==> src/rtl/iter_shift_unit.sv <==
// Multi-cycle SLL/SRL/SRA/ROTR sequencer for the EX stage.
// Each cycle it shifts by up to STEP_MAX bits until the remaining amount reaches zero.
module iter_shift_unit #(
  parameter int WIDTH    = 32,
  parameter int SHAMT_W  = 5,
  parameter int STEP_MAX = 3
) (
  input  logic               clk,
  input  logic               rst_n,
  input  logic               start,
  input  logic [WIDTH-1:0]   in_data,
  input  logic [SHAMT_W-1:0] shamt,
  input  logic [1:0]         op,
  output logic               busy,
  output logic               done,
  output logic [WIDTH-1:0]   out_data
);

  localparam int STEP_W = $clog2(STEP_MAX + 1);

  typedef enum logic [1:0] {OP_SLL = 2'b00, OP_SRL = 2'b01, OP_SRA = 2'b10, OP_ROTR = 2'b11} op_e;
  typedef enum logic {S_IDLE, S_SHIFT} state_e;

  typedef struct packed {
    logic [1:0]         op;
    logic [SHAMT_W-1:0] shamt;
    logic [WIDTH-1:0]   data;
  } req_t;

  state_e             state_q;
  req_t               req;
  logic [WIDTH-1:0]   acc_q, acc_d, out_q;
  logic [SHAMT_W-1:0] rem_q, rem_d;
  logic [1:0]         op_q;
  logic               busy_q, done_q;
  logic [STEP_W-1:0]  step;
  logic [SHAMT_W:0]   rot_amt;

  assign req = '{op: op, shamt: shamt, data: in_data};

  always_comb begin
    step    = (rem_q >= SHAMT_W'(STEP_MAX)) ? STEP_W'(STEP_MAX) : rem_q[STEP_W-1:0];
    rem_d   = rem_q - SHAMT_W'(step);
    // For step==0 the left shift by WIDTH yields zero, so ROTR degenerates cleanly.
    rot_amt = (SHAMT_W+1)'(WIDTH) - (SHAMT_W+1)'(step);
    acc_d   = acc_q;
    case (op_e'(op_q))
      OP_SLL:  acc_d = acc_q << step;
      OP_SRL:  acc_d = acc_q >> step;
      OP_SRA:  acc_d = $signed(acc_q) >>> step;
      OP_ROTR: acc_d = (acc_q >> step) | (acc_q << rot_amt);
      default: acc_d = acc_q;
    endcase
  end

  always_ff @(posedge clk or negedge rst_n) begin
    if (!rst_n) begin
      state_q <= S_IDLE;
      acc_q   <= '0;
      rem_q   <= '0;
      op_q    <= '0;
      out_q   <= '0;
      busy_q  <= 1'b0;
      done_q  <= 1'b0;
    end else begin
      case (state_q)
        S_IDLE: begin
          done_q <= 1'b0;
          if (start) begin
            acc_q   <= req.data;
            rem_q   <= req.shamt;
            op_q    <= req.op;
            busy_q  <= 1'b1;
            state_q <= S_SHIFT;
          end
        end
        S_SHIFT: begin
          if (rem_q != '0) begin
            acc_q <= acc_d;
            rem_q <= rem_d;
          end else begin
            out_q   <= acc_q;
            done_q  <= 1'b1;
            busy_q  <= 1'b0;
            state_q <= S_IDLE;
          end
        end
        default: state_q <= S_IDLE;
      endcase
    end
  end

  assign busy     = busy_q;
  assign done     = done_q;
  assign out_data = out_q;

endmodule

==> config.mk <==
export PLATFORM = sky130hd
export DESIGN_NAME = iter_shift_unit
export DESIGN_NICKNAME = d
export VERILOG_FILES = /design/src/rtl/iter_shift_unit.sv
export SDC_FILE = /design/constraint.sdc
export NUM_CORES = 1
export LEC_CHECK = 0
export CORE_MARGIN = 1.5
export CORE_UTILIZATION = 25
export DETAILED_ROUTE_END_ITERATION = 8
export GPL_ROUTABILITY_DRIVEN = 1
export PLACE_DENSITY_LB_ADDON = 0.25
export SLEW_MARGIN = 20
export SYNTH_ARGS = -nofsm -noshare
export SYNTH_HDL_FRONTEND = slang
export SYNTH_SLANG_ARGS = --single-unit
==> constraint.sdc <==
create_clock -name clk -period 3.3 [get_ports clk]
set_input_delay 0.33 -clock clk [delete_from_list [all_inputs] [get_ports clk]]
set_output_delay 0.33 -clock clk [all_outputs]
set_load 0.05 [all_outputs]
* Yosys cells after proc, flatten, opt, wreduce, memory -nomap -nowiden
Cells that the tools add are included.
** Word-level totals
- Memory bits (writable) :: 0
- ROM bits :: 0
- Bits in registers :: 74
- Logic and storage cells :: 45
- Memories :: 0
- Output and inout port bits :: 34
- Input bits :: 42
- Latch bits :: 0
** Operators by class
- Shifts and indexed selects :: 4
- Bitwise gates (word level) :: 3
- Div/mod/pow operators :: 0
- Eq/ne operators :: 6
- Add/subtract/negate cells :: 2
- $mul :: 0
- Reduce and logical (&&, ||, !) cells :: 6
- Mux-type cells :: 16
- $lt $le $gt $ge :: 1
** Operators with widths (number)
- $pmux 32 s4 :: 1
- $mux 32 :: 2
- $pmux 32 s2 :: 1
- $or 32x32->32 :: 1
- $shl 32x2->32 :: 1
- $shl 32x6->32 :: 1
- $shr 32x2->32 :: 1
- $sshr 32x2->32 :: 1
- $mux 5 :: 2
- $pmux 5 s2 :: 1
- $reduce_and 2->1 :: 4
- $pmux 1 s2 :: 3
- $sub 6x2->6 const A :: 1
- $ge 5x2->1 const B :: 1
- $mux 1 :: 5
- $reduce_bool 5->1 :: 1
- $sub 5x2->5 :: 1
- $eq 2x2->1 const B :: 2
- $ne 2x2->1 const B :: 2
- $eq 2x1->1 const B :: 1
- $logic_not 2->1 :: 1
- $mux 2 :: 1
- $ne 2x1->1 const B :: 1
- $not 1->1 :: 2

* Logic depth before layout (Yosys ltp)
Gate-level depths: netlist of run 1.
- Depth in word-level cells :: 8
- Depth in mapped cells :: 11

* Worst setup path before layout of run 1
OpenSTA, ideal clock, no wires.
- Path kind :: register to register
- Start :: reg rem_q[4]
- End :: reg acc_q[30]
- Clock period less this slack :: 2293 ps
- Library setup time :: 129 ps
- Arrival :: 2164 ps
- Setup slack :: 1007 ps
- Data required time :: 3171 ps
- Stages on the path, launching flop included :: 10
- Path through :: dfrtp_1 or4_1 buf_2 clkinv_2 buf_4 buf_2 ha_1 a211o_1 a21oi_1 o21ai_0
** Between the ends
- Longest elaborated chain between the ends :: 8
- Elaborated cells between the ends (all ways) :: 14
** Ends and longest elaborated chain
- start: declaration :: RTL line 33 : logic [SHAMT_W-1:0] rem_q, rem_d;
- start signal: assignment :: RTL line 71 : rem_q <= req.shamt;
- start signal: assignment :: RTL line 80 : rem_q <= rem_d;
- $ge 5x2->1 :: RTL line 42 : step = (rem_q >= SHAMT_W'(STEP_MAX)) ? STEP_W'(STEP_MAX) : rem_q[STEP_W-1:0];
- $mux 2 :: RTL line 42
- $sub 6x2->6 :: RTL line 45 : rot_amt = (SHAMT_W+1)'(WIDTH) - (SHAMT_W+1)'(step);
- $shl 32x6->32 :: RTL line 51 : OP_ROTR: acc_d = (acc_q >> step) | (acc_q << rot_amt);
- $or 32x32->32 :: RTL line 51
- $pmux 32 s4 :: RTL line 47 : case (op_e'(op_q))
- $mux 32 :: RTL line 78 : if (rem_q != '0) begin
- $pmux 32 s2 :: RTL line 66 : case (state_q)
- end signal: assignment :: RTL line 70 : acc_q <= req.data;
- end: declaration :: RTL line 32 : logic [WIDTH-1:0] acc_q, acc_d, out_q;
Several ways; a longest one is shown, not always the timed one. The select of a mux whose other input is x is not followed.
A chain may end at the register's enable or synchronous reset.

* Worst setup path in the final report of run 1
- Start :: reg rem_q[0]
- End :: reg acc_q[31]
Same word-level chain as after synthesis.

==> results of run 1 <==
sequential cells by signal, indices dropped and copies added (netlist names):
name	count
acc_q	32
out_data	32
rem_q	5
op_q	2
busy	1
done	1
state_q	1
layout by cell type (no fill, tap or decap), types with 5 or more instances in the layout:
cell             synthesis  final
nand2_1                 84     84
dfrtp_1                 74     74
clkdlybuf4s50_1          0     74
a21oi_1                 61     61
nand3_1                 43     43
mux2_2                  30     30
a211oi_1                28     28
o31ai_1                 24     24
a22oi_1                 21     21
o21ai_0                 17     17
buf_4                    2     12
mux2i_1                 11     11
nor2_1                  11     10
o22ai_1                  9      9
a31oi_1                  9      9
clkbuf_16                0      9
nor2b_1                  6      6
nor3_1                   6      6
a311oi_1                 6      6
inv_1                    5      5
o21ai_1                  5      5
cell families after synthesis:
group | count (synthesis)
compound gates | 193
buf+inv | 58
fa+ha+maj | 2
simple gates | 166
mux | 41
flops | 74
worst min-delay path by stage:
stage | from | end | slack (ns) | cells past startpoint
final | rst_n | out_data[2] | 0.15 | 1
after global routing | rst_n | out_data[2] | 0.23 | 1
after CTS | rst_n | acc_q[5] | 0.18 | 1
after detailed placement | out_data[28] | out_data[28] | 0.48 | 2
after global placement | busy | busy | 0.47 | 2
after floorplan | rst_n | acc_q[0] | 0.03 | 0
metrics by stage:
stage	hold WS [ns]	util	std cells	worst slack, ns	area (sq um)
3_5_place_dp	0.4789	0.3042	799	0.8324	5484
6_report	0.1487	0.3197	813	0.7681	5763
5_1_grt	0.2317	0.3197	813	0.6155	5763
2_1_floorplan	0.03441	-	534	1.007	4597
4_1_cts	0.1843	0.3197	813	0.7982	5763
3_3_place_gp	0.4704	0.3042	799	0.8411	5484
metal layers:
metal,part of all wire,up-vias,track usage
li1,-,2078,-
met3,0.066,28,0.04316
met5,0,-,0
met4,0.023,0,0.05706
met2,0.47,187,0.2310
met1,0.44,2148,0.1948
area by class of cell:
class | count | area share
timing repair buffer | 86 | 0.1442
clock buffer | 12 | 0.04624
multi-input combinational | 402 | 0.4288
inverter | 8 | 0.007599
tap | 229 | 0.04972
sequential | 74 | 0.3213
clock inverter | 2 | 0.002171
cell usage after synthesis, drive strengths merged (3+ instances only):
cell type / number / area (sq um)
mux2: 30 / 337.8
o31ai: 24 / 180.2
dfrtp: 74 / 1852
nand3: 43 / 215.2
a31oi: 9 / 56.30
nor3: 6 / 30.03
mux2i: 11 / 110.1
a211oi: 28 / 210.2
inv: 6 / 22.52
nor2b: 6 / 37.54
nor2: 11 / 41.29
a21oi: 61 / 305.3
a22oi: 21 / 157.7
nand2: 85 / 326.6
a311oi: 6 / 52.55
nand2b: 3 / 18.77
o21ai: 24 / 127.6
o22ai: 9 / 56.30
clkbuf: 17 / 63.81
buf: 33 / 168.9
power breakdown:
group          internal [W]  switching (W)
Sequential          0.00139       0.000570
Combinational       0.00159        0.00257
Clock              0.000561       0.000379
critical path, delay by kind of cell, from the launching register on:
kind                       cells  cell delay, ns
buffers and inverters          2            0.51
DFF                            1            0.51
AOI/OAI and AO/OA              3            0.36
adders and majority gates      1            0.38
and+or+nand+nor                2            0.70
==> impl_metrics.ini, run 1 <==
[global_route]
grt_pass1_wl_um = 23000
grt_pass1_vias = 4379
grt-ovfl-total = 0
grtUsageTotal = 0.1484
grt_max_degree = 82
antenna_found_initial = 0

[floorplanning]
rows = 49
die_h_um = 138.6
core-area_sq_mm = 0.01802
ioPinCount = 76
die_w_um = 138.6
start_util = 0.2550
dieArea_sq_mm = 0.01921

[pwr]
power_density_mw_per_mm2 = 1223
p_total_w = 0.007050
ir_drop_uv = 441.2
leakagePower_nw = 2.299

[setup_path]
worstSetupPathType = flop to flop
r2r_cells = 8
endpoint = acc_q[31]
cp_max_fo = 36
rr_startpoint = rem_q[0]
critPathRequiredTime_ns = 3.57
cp-startpoint = rem_q[0]
cpPeakStageDelay_ns = 0.61
worstSetupEndpointType = flop
reg2reg_to = acc_q[31]
cp_cell_sequence = or4_1 -> clkinv_2 -> ha_1 -> inv_1 -> nand3b_1 -> o22ai_1 -> a211oi_1 -> a21oi_1
critical_path.slowest_cell = or4_1
worstSetupStartpointType = flop
rrSetupSlack_ns = 0.77
critPathArrivalTime_ns = 2.80

[logic_synthesis]
muxShareOfSynthArea = 0.09744
seq_area_frac_synth = 0.4028
synthAdderAreaFrac = 0.005444
syn_area_per_cell_sq_um = 8.608
synthesis.area_sq_mm = 0.004597
netlist_instances = 534
yosys_warnings = 0
synth_edf_count = 0
synth_top_family_by_area = compound AO/OA/AOI/OAI gates
synth-simple-area-share = 0.1633
synth_compound_gate_area_share = 0.2708
yosysUniqueCellTypes = 48
synth_fp_nets = 578
ys_async_sr_fraction = 1.000
ys_ff_latch = 74
synth_top_flop_cell = dfrtp_1
synth_xor_xnor_area_share = 0

[timing]
setup_viol = 0
skew_ns = 0.008752
slew_headroom = 0.3557
fmax_ghz = 0.3950
min_period_over_period = 0.7672
final_max_slew_viol_count = 0
hold_violations = 0
finalSetupTns_ns = 0
worst_pin_slew_ns = 0.9665
fin_crit_ns = 2.532
rsz0062_at_grt = no

[drt]
via_per_inst = 5.462
wirelength_um = 14170
ant_nets = 0
drtIter0Drc = 442
dr.pass1.iters = 6
wire_per_inst_um = 17.43
vias = 4441
drcViolationCount = 0

[layout]
syn2layout_area_growth_pct = 25.37
num_antenna_cells = 0
regArea_sq_mm = 0.001852
nets = 625
n_fill_cell = 1896
multi_input_area_sq_mm = 0.002471
drive_gt1_frac = 0.1096

[clocking]
clkLatencyLatePin_ns = 0.35
cts-root-buf = clkbuf_16
htree_levels = 3
cts-resized-gates = 0
ctsHoldBuffers = 0
cts_tree = built
cts.clk_slew.worst_paths_ns = 0.05
cts.sinks = 74
cts.path.max_buffers = 2
cts_setup_buffers = 0
cts_buffers = 9

[job]
max_cap_viol_count = 0

[placed_design]
post-dp-hpwl_um = 9251
gp_congestion = 0.8434
portBuffers = 75

[hold_path]
hp-class = primary input to async pin

[outcome]
status = finished clean
(Power assumes the default switching activity.)
==> run 2: changes to the inputs <==
==> constraint.sdc (replaced) <==
create_clock -name clk -period 2.3 [get_ports clk]
set_input_delay 0.23 -clock clk [delete_from_list [all_inputs] [get_ports clk]]
set_output_delay 0.23 -clock clk [all_outputs]
set_load 0.05 [all_outputs]
==> run 2 against run 1 <==
Core utilization increased by 1.2 points. Combinational power up 56%. Non-clock buffer count rose by 17. Critical path depth increased by 1. Worst hold slack improved by 0.26 ns. Power up 50%. Global-route usage grew 1.3 points.
==> impl_metrics.ini, run 2 (same netlist as run 1, synthesis figures left out) <==
[clocking]
cts_setup_buffers = 0
htree_levels = 3
cts_tree = built
clkLatencyLatePin_ns = 0.35
cts-root-buf = clkbuf_16
cts-resized-gates = 0
ctsHoldBuffers = 1
cts_buffers = 9
cts.path.max_buffers = 2
cts.clk_slew.worst_paths_ns = 0.06
cts.sinks = 74

[placed_design]
place_ws_ns = 0.1823
gp_congestion = 0.8560
portBuffers = 75
post-dp-hpwl_um = 10380

[job]
max_cap_viol_count = 0

[setup_path]
reg2reg_to = acc_q[31]
r2r_cells = 9
endpoint = acc_q[31]
worstSetupStartpointType = flop
cp-startpoint = rem_q[4]
critPathArrivalTime_ns = 2.38
cp_max_fo = 8
rr_startpoint = rem_q[4]
critPathRequiredTime_ns = 2.53
critical_path.slowest_cell = or4_1
cpPeakStageDelay_ns = 0.53
worstSetupPathType = flop to flop
worstSetupEndpointType = flop
rrSetupSlack_ns = 0.15
cp_cell_sequence = or4_1 -> buf_4 -> clkinv_8 -> ha_1 -> inv_1 -> nand3b_1 -> o22ai_1 -> a211oi_1 -> a21oi_1

[global_route]
grt_pass1_wl_um = 24920
grtUsageTotal = 0.1619
antenna_found_initial = 0
grt_max_degree = 51
grt_pass1_vias = 4660
grt-ovfl-total = 0

[timing]
final_max_slew_viol_count = 0
setup_ws_ns = 0.1456
slew_headroom = 0.6382
finalSetupTns_ns = 0
skew_ns = 0.008748
rsz0062_at_grt = no
fin_crit_ns = 2.154
min_period_over_period = 0.9367
setup_viol = 0
hold_violations = 0
holdWs_ns = 0.4053
fmax_ghz = 0.4642
worst_pin_slew_ns = 0.5427

[floorplanning]
ioPinCount = 76
die_h_um = 138.6
start_util = 0.2550
rows = 49
dieArea_sq_mm = 0.01921
core-area_sq_mm = 0.01802
die_w_um = 138.6

[drt]
drtIter0Drc = 354
dr.pass1.iters = 5
top_layer = met4
wirelength_um = 15120
wl_met2_um = 7034
drcViolationCount = 0
wire_per_inst_um = 18.19
met1_length_um = 6930
wl_met3_um = 813
via_per_inst = 5.451
vias = 4530
ant_nets = 0

[layout]
nets = 642
regArea_sq_mm = 0.001852
fin_util = 0.3322
n_fill_cell = 1853
layout_commonest_cell = nand2_1
final_cell_mix = 84 x nand2_1, 74 x dfrtp_1, 74 x clkdlybuf4s50_1
drive_gt1_frac = 0.1312
num_antenna_cells = 0
multi_input_area_sq_mm = 0.002471
syn2layout_area_growth_pct = 30.27

[pwr]
ir_drop_uv = 694.2
power_density_mw_per_mm2 = 1768
leakagePower_nw = 2.417

[hold_path]
hp-class = primary input to async pin

[outcome]
status = finished clean
==> run 2: changes by cell type in the layout (fill, tap and decap cells not counted), moves of 2 or more <==
cell	previous run	this run
buf_4	12	21
buf_12	0	7
clkbuf_1	0	2
clkbuf_8	3	1
==> run 2: metrics by stage <==
step	total power, W	instance area, sq um	cells
after global placement	0.009137	5692	815
final	0.01059	5988	831
after global routing	0.01142	5988	831
after detailed placement	0.009187	5692	815
after floorplan	0.007103	4597	534
after CTS	0.01066	5988	831
==> run 2: final cells by class <==
class | count | area share
sequential | 74 | 0.3092
multi-input combinational | 402 | 0.4127
clock buffer | 12 | 0.04116
tap | 229 | 0.04785
inverter | 8 | 0.007313
timing repair buffer | 103 | 0.1751
clock inverter | 3 | 0.006686
==> run 2: metal layers <==
metal / global-route usage / vias to the layer above
met5: 0 / -
met4: 0.06814 / 0
met3: 0.02659 / 25
met2: 0.2634 / 175
met1: 0.2136 / 2208
li1: - / 2122
==> run 2: how the worst min path moves through the flow <==
stage | from | to | slack, ns
finish | rst_n | out_data[28] | 0.41
global route | op[0] | op_q[0] | 0.44
CTS | op[0] | op_q[0] | 0.41
detailed placement | rst_n | out_data[28] | 0.25
global placement | rst_n | out_data[30] | 0.25
floorplan | rst_n | acc_q[0] | -0.07
==> run 2: power breakdown <==
part / internal [W] / switching, W
registers: 0.00199 / 0.000729
clock network: 0.000860 / 0.000545
logic: 0.00254 / 0.00393
==> run 2: worst max-delay path: cells and delay by family (launching register included) <==
kind	cells	cell delay [ns]
AOI/OAI and AO/OA	3	0.43
buffers and inverters	3	0.35
DFF	1	0.42
adders and majority gates	1	0.21
and+or+nand+nor	2	0.62
==> run 3: changes to the inputs <==
--- a/config.mk
+++ b/config.mk
@@ -5,12 +5,13 @@
 export SDC_FILE = /design/constraint.sdc
 export NUM_CORES = 1
 export LEC_CHECK = 0
+export CAP_MARGIN = 30
 export CORE_MARGIN = 1.5
 export CORE_UTILIZATION = 25
 export DETAILED_ROUTE_END_ITERATION = 8
 export GPL_ROUTABILITY_DRIVEN = 1
 export PLACE_DENSITY_LB_ADDON = 0.25
-export SLEW_MARGIN = 20
+export SLEW_MARGIN = 25
 export SYNTH_ARGS = -nofsm -noshare
 export SYNTH_HDL_FRONTEND = slang
 export SYNTH_SLANG_ARGS = --single-unit
==> constraint.sdc (replaced) <==
create_clock -name clk -period 2.3 [get_ports clk]
set_input_delay 0.23 -clock clk [delete_from_list [all_inputs] [get_ports clk]]
set_output_delay 0.23 -clock clk [all_outputs]
set_load 0.005 [all_outputs]
==> results of run 3 <==
The final DEF is identical to that of run 2. Status: finished clean.
Main changes from that run: total power 0.01059 W -> 0.009638 W; worst IR drop on VDD 694.2 uV -> 474.8 uV
==> RTL change: new RTL, settings of run 2 <==
Change the parameter `SHAMT_W` from 5 to 10.
--- a/src/rtl/iter_shift_unit.sv
+++ b/src/rtl/iter_shift_unit.sv
@@ -3,5 +3,5 @@
 module iter_shift_unit #(
   parameter int WIDTH    = 32,
-  parameter int SHAMT_W  = 5,
+  parameter int SHAMT_W  = 10,
   parameter int STEP_MAX = 3
 ) (
Ports: changed (resized shamt); port bits go from 76 to 81. No check against the original RTL was run, so the function may have changed too.
==> RTL change against run 2 <==
Final area rose by 19%; setup slack worse by 21 ps; final cell count increased by 27%; sequential cell count increased by 5; wire length increased by 28%; clock skew about the same; area after synthesis grew 18%; count of clock-buffer cells in the layout fell by 2.
Power is not compared: it rests on default switching activity, and its combinational part moved more than twofold at a synthesized area within 25%.
==> RTL change: results (changes against run 2) <==
* GP Congestion at 0.884 (+3.3%)
* Iteration-0 DRC Markers at 427 (+21%)
* CP Data Arrival Time at 2440 ps (+60 ps)
* Gr usage total at 17.9% (+1.7 points)
* DP HPWL at 13.6 mm (+31%)
* Vias in the first global route at 5322 (+14%)
* CP peak stage delay at 460 ps (-70 ps)
* Sequential share of the synthesized area at 36.5% (-3.8 points)
* Filler instances at 2227 (+20%)
* Final wirelength at 19.4 mm (+28%)
* Area share of xor/xnor cells in the synthesized design at 0.809% (+0.81 points)
* First-pass GRT wire length at 31.0 mm (+24%)
* Post-synthesis mux area share at 8.41% (-1.3 points)
* Largest net degree at the start of global routing at 40 (-22%)
* Reg2reg setup slack at 120 ps (-20 ps)
* Worst Skew at 8.53 ps (-0.215 ps)
* Vias per Instance at 5.18 (-5.0%)
* Fraction of layout cells with a size suffix above 1 at 16.3% (+3.2 points)
* FF-to-FF Start: rem_q[5]
* Crit path max fanout at 6 (-2)
* I/O Buffers at 80 (+6.7%)
* Synth Area in Compound Gates at 21.4% (-5.7 points)
* Synth top cells by count: nand2_1 (157), dfrtp_1 (79), a21oi_1 (50)
* Syn_nets at 737 (+28%)
* Outcome: finished, final reports clean
* Setup crit end: acc_q[29]
==> RTL change: cell count changes in the layout (fill, tap and decap cells not counted), sizes merged, moves of 10 or more <==
cell / change
buf: +32
or3: +23
a22oi: -19
a211oi: -19
nor2: +20
nand3: -11
a32oi: +11
o31ai: -20
a21oi: -10
nand2: +72
o21ai: +30
==> RTL change: final cells by class <==
| class | instances | area, µm² | area share [%] |
|---|---|---|---|
| clock buffer | 10 | 239 | 3.35 |
| clock inverter | 6 | 93.8 | 1.32 |
| inverter | 10 | 37.5 | 0.526 |
| multi-input combinational | 534 | 3150 | 44.1 |
| sequential | 79 | 1980 | 27.8 |
| tap | 275 | 344 | 4.82 |
| timing repair buffer | 140 | 1290 | 18.1 |
==> RTL change: where the power goes <==
part	internal [mW]	total [mW]	switching [mW]
sequential	1.63	2.11	0.483
clock	0.987	1.64	0.651
combinational	0.813	1.65	0.840
==> RTL change: metal layers <==
| metal | vias up | global-route usage, % | wire length [µm] |
|---|---|---|---|
| met1 | 2601 | 25.3 | 9370 |
| met4 | 0 | 6.91 | 444 |
| met5 | - | 0 | 0 |
| met3 | 30 | 2.94 | 1090 |
| met2 | 174 | 27.0 | 8460 |
| li1 | 2652 | - | - |
==> RTL change: through the flow <==
step           setup TNS, ps  hold slack (ps)  area (µm²)  std cells  setup WS, ps
2_1_floorplan           -164            -65.6        5460        688          -164
3_3_place_gp               0              227        6740       1031           186
3_5_place_dp               0              225        6740       1031           167
4_1_cts                    0              385        7080       1048           150
5_1_grt                -24.0              414        7130       1054         -24.0
6_report                   0              376        7130       1054           124
==> RTL change: repair_timing <==
action | in CTS | in global routing
endpoints found under the setup margin | 0 | 3
hold endpoints to repair | 28 | 0
hold buffers | 1 | 0
gates resized for setup | 0 | 5
setup buffers | 0 | 6
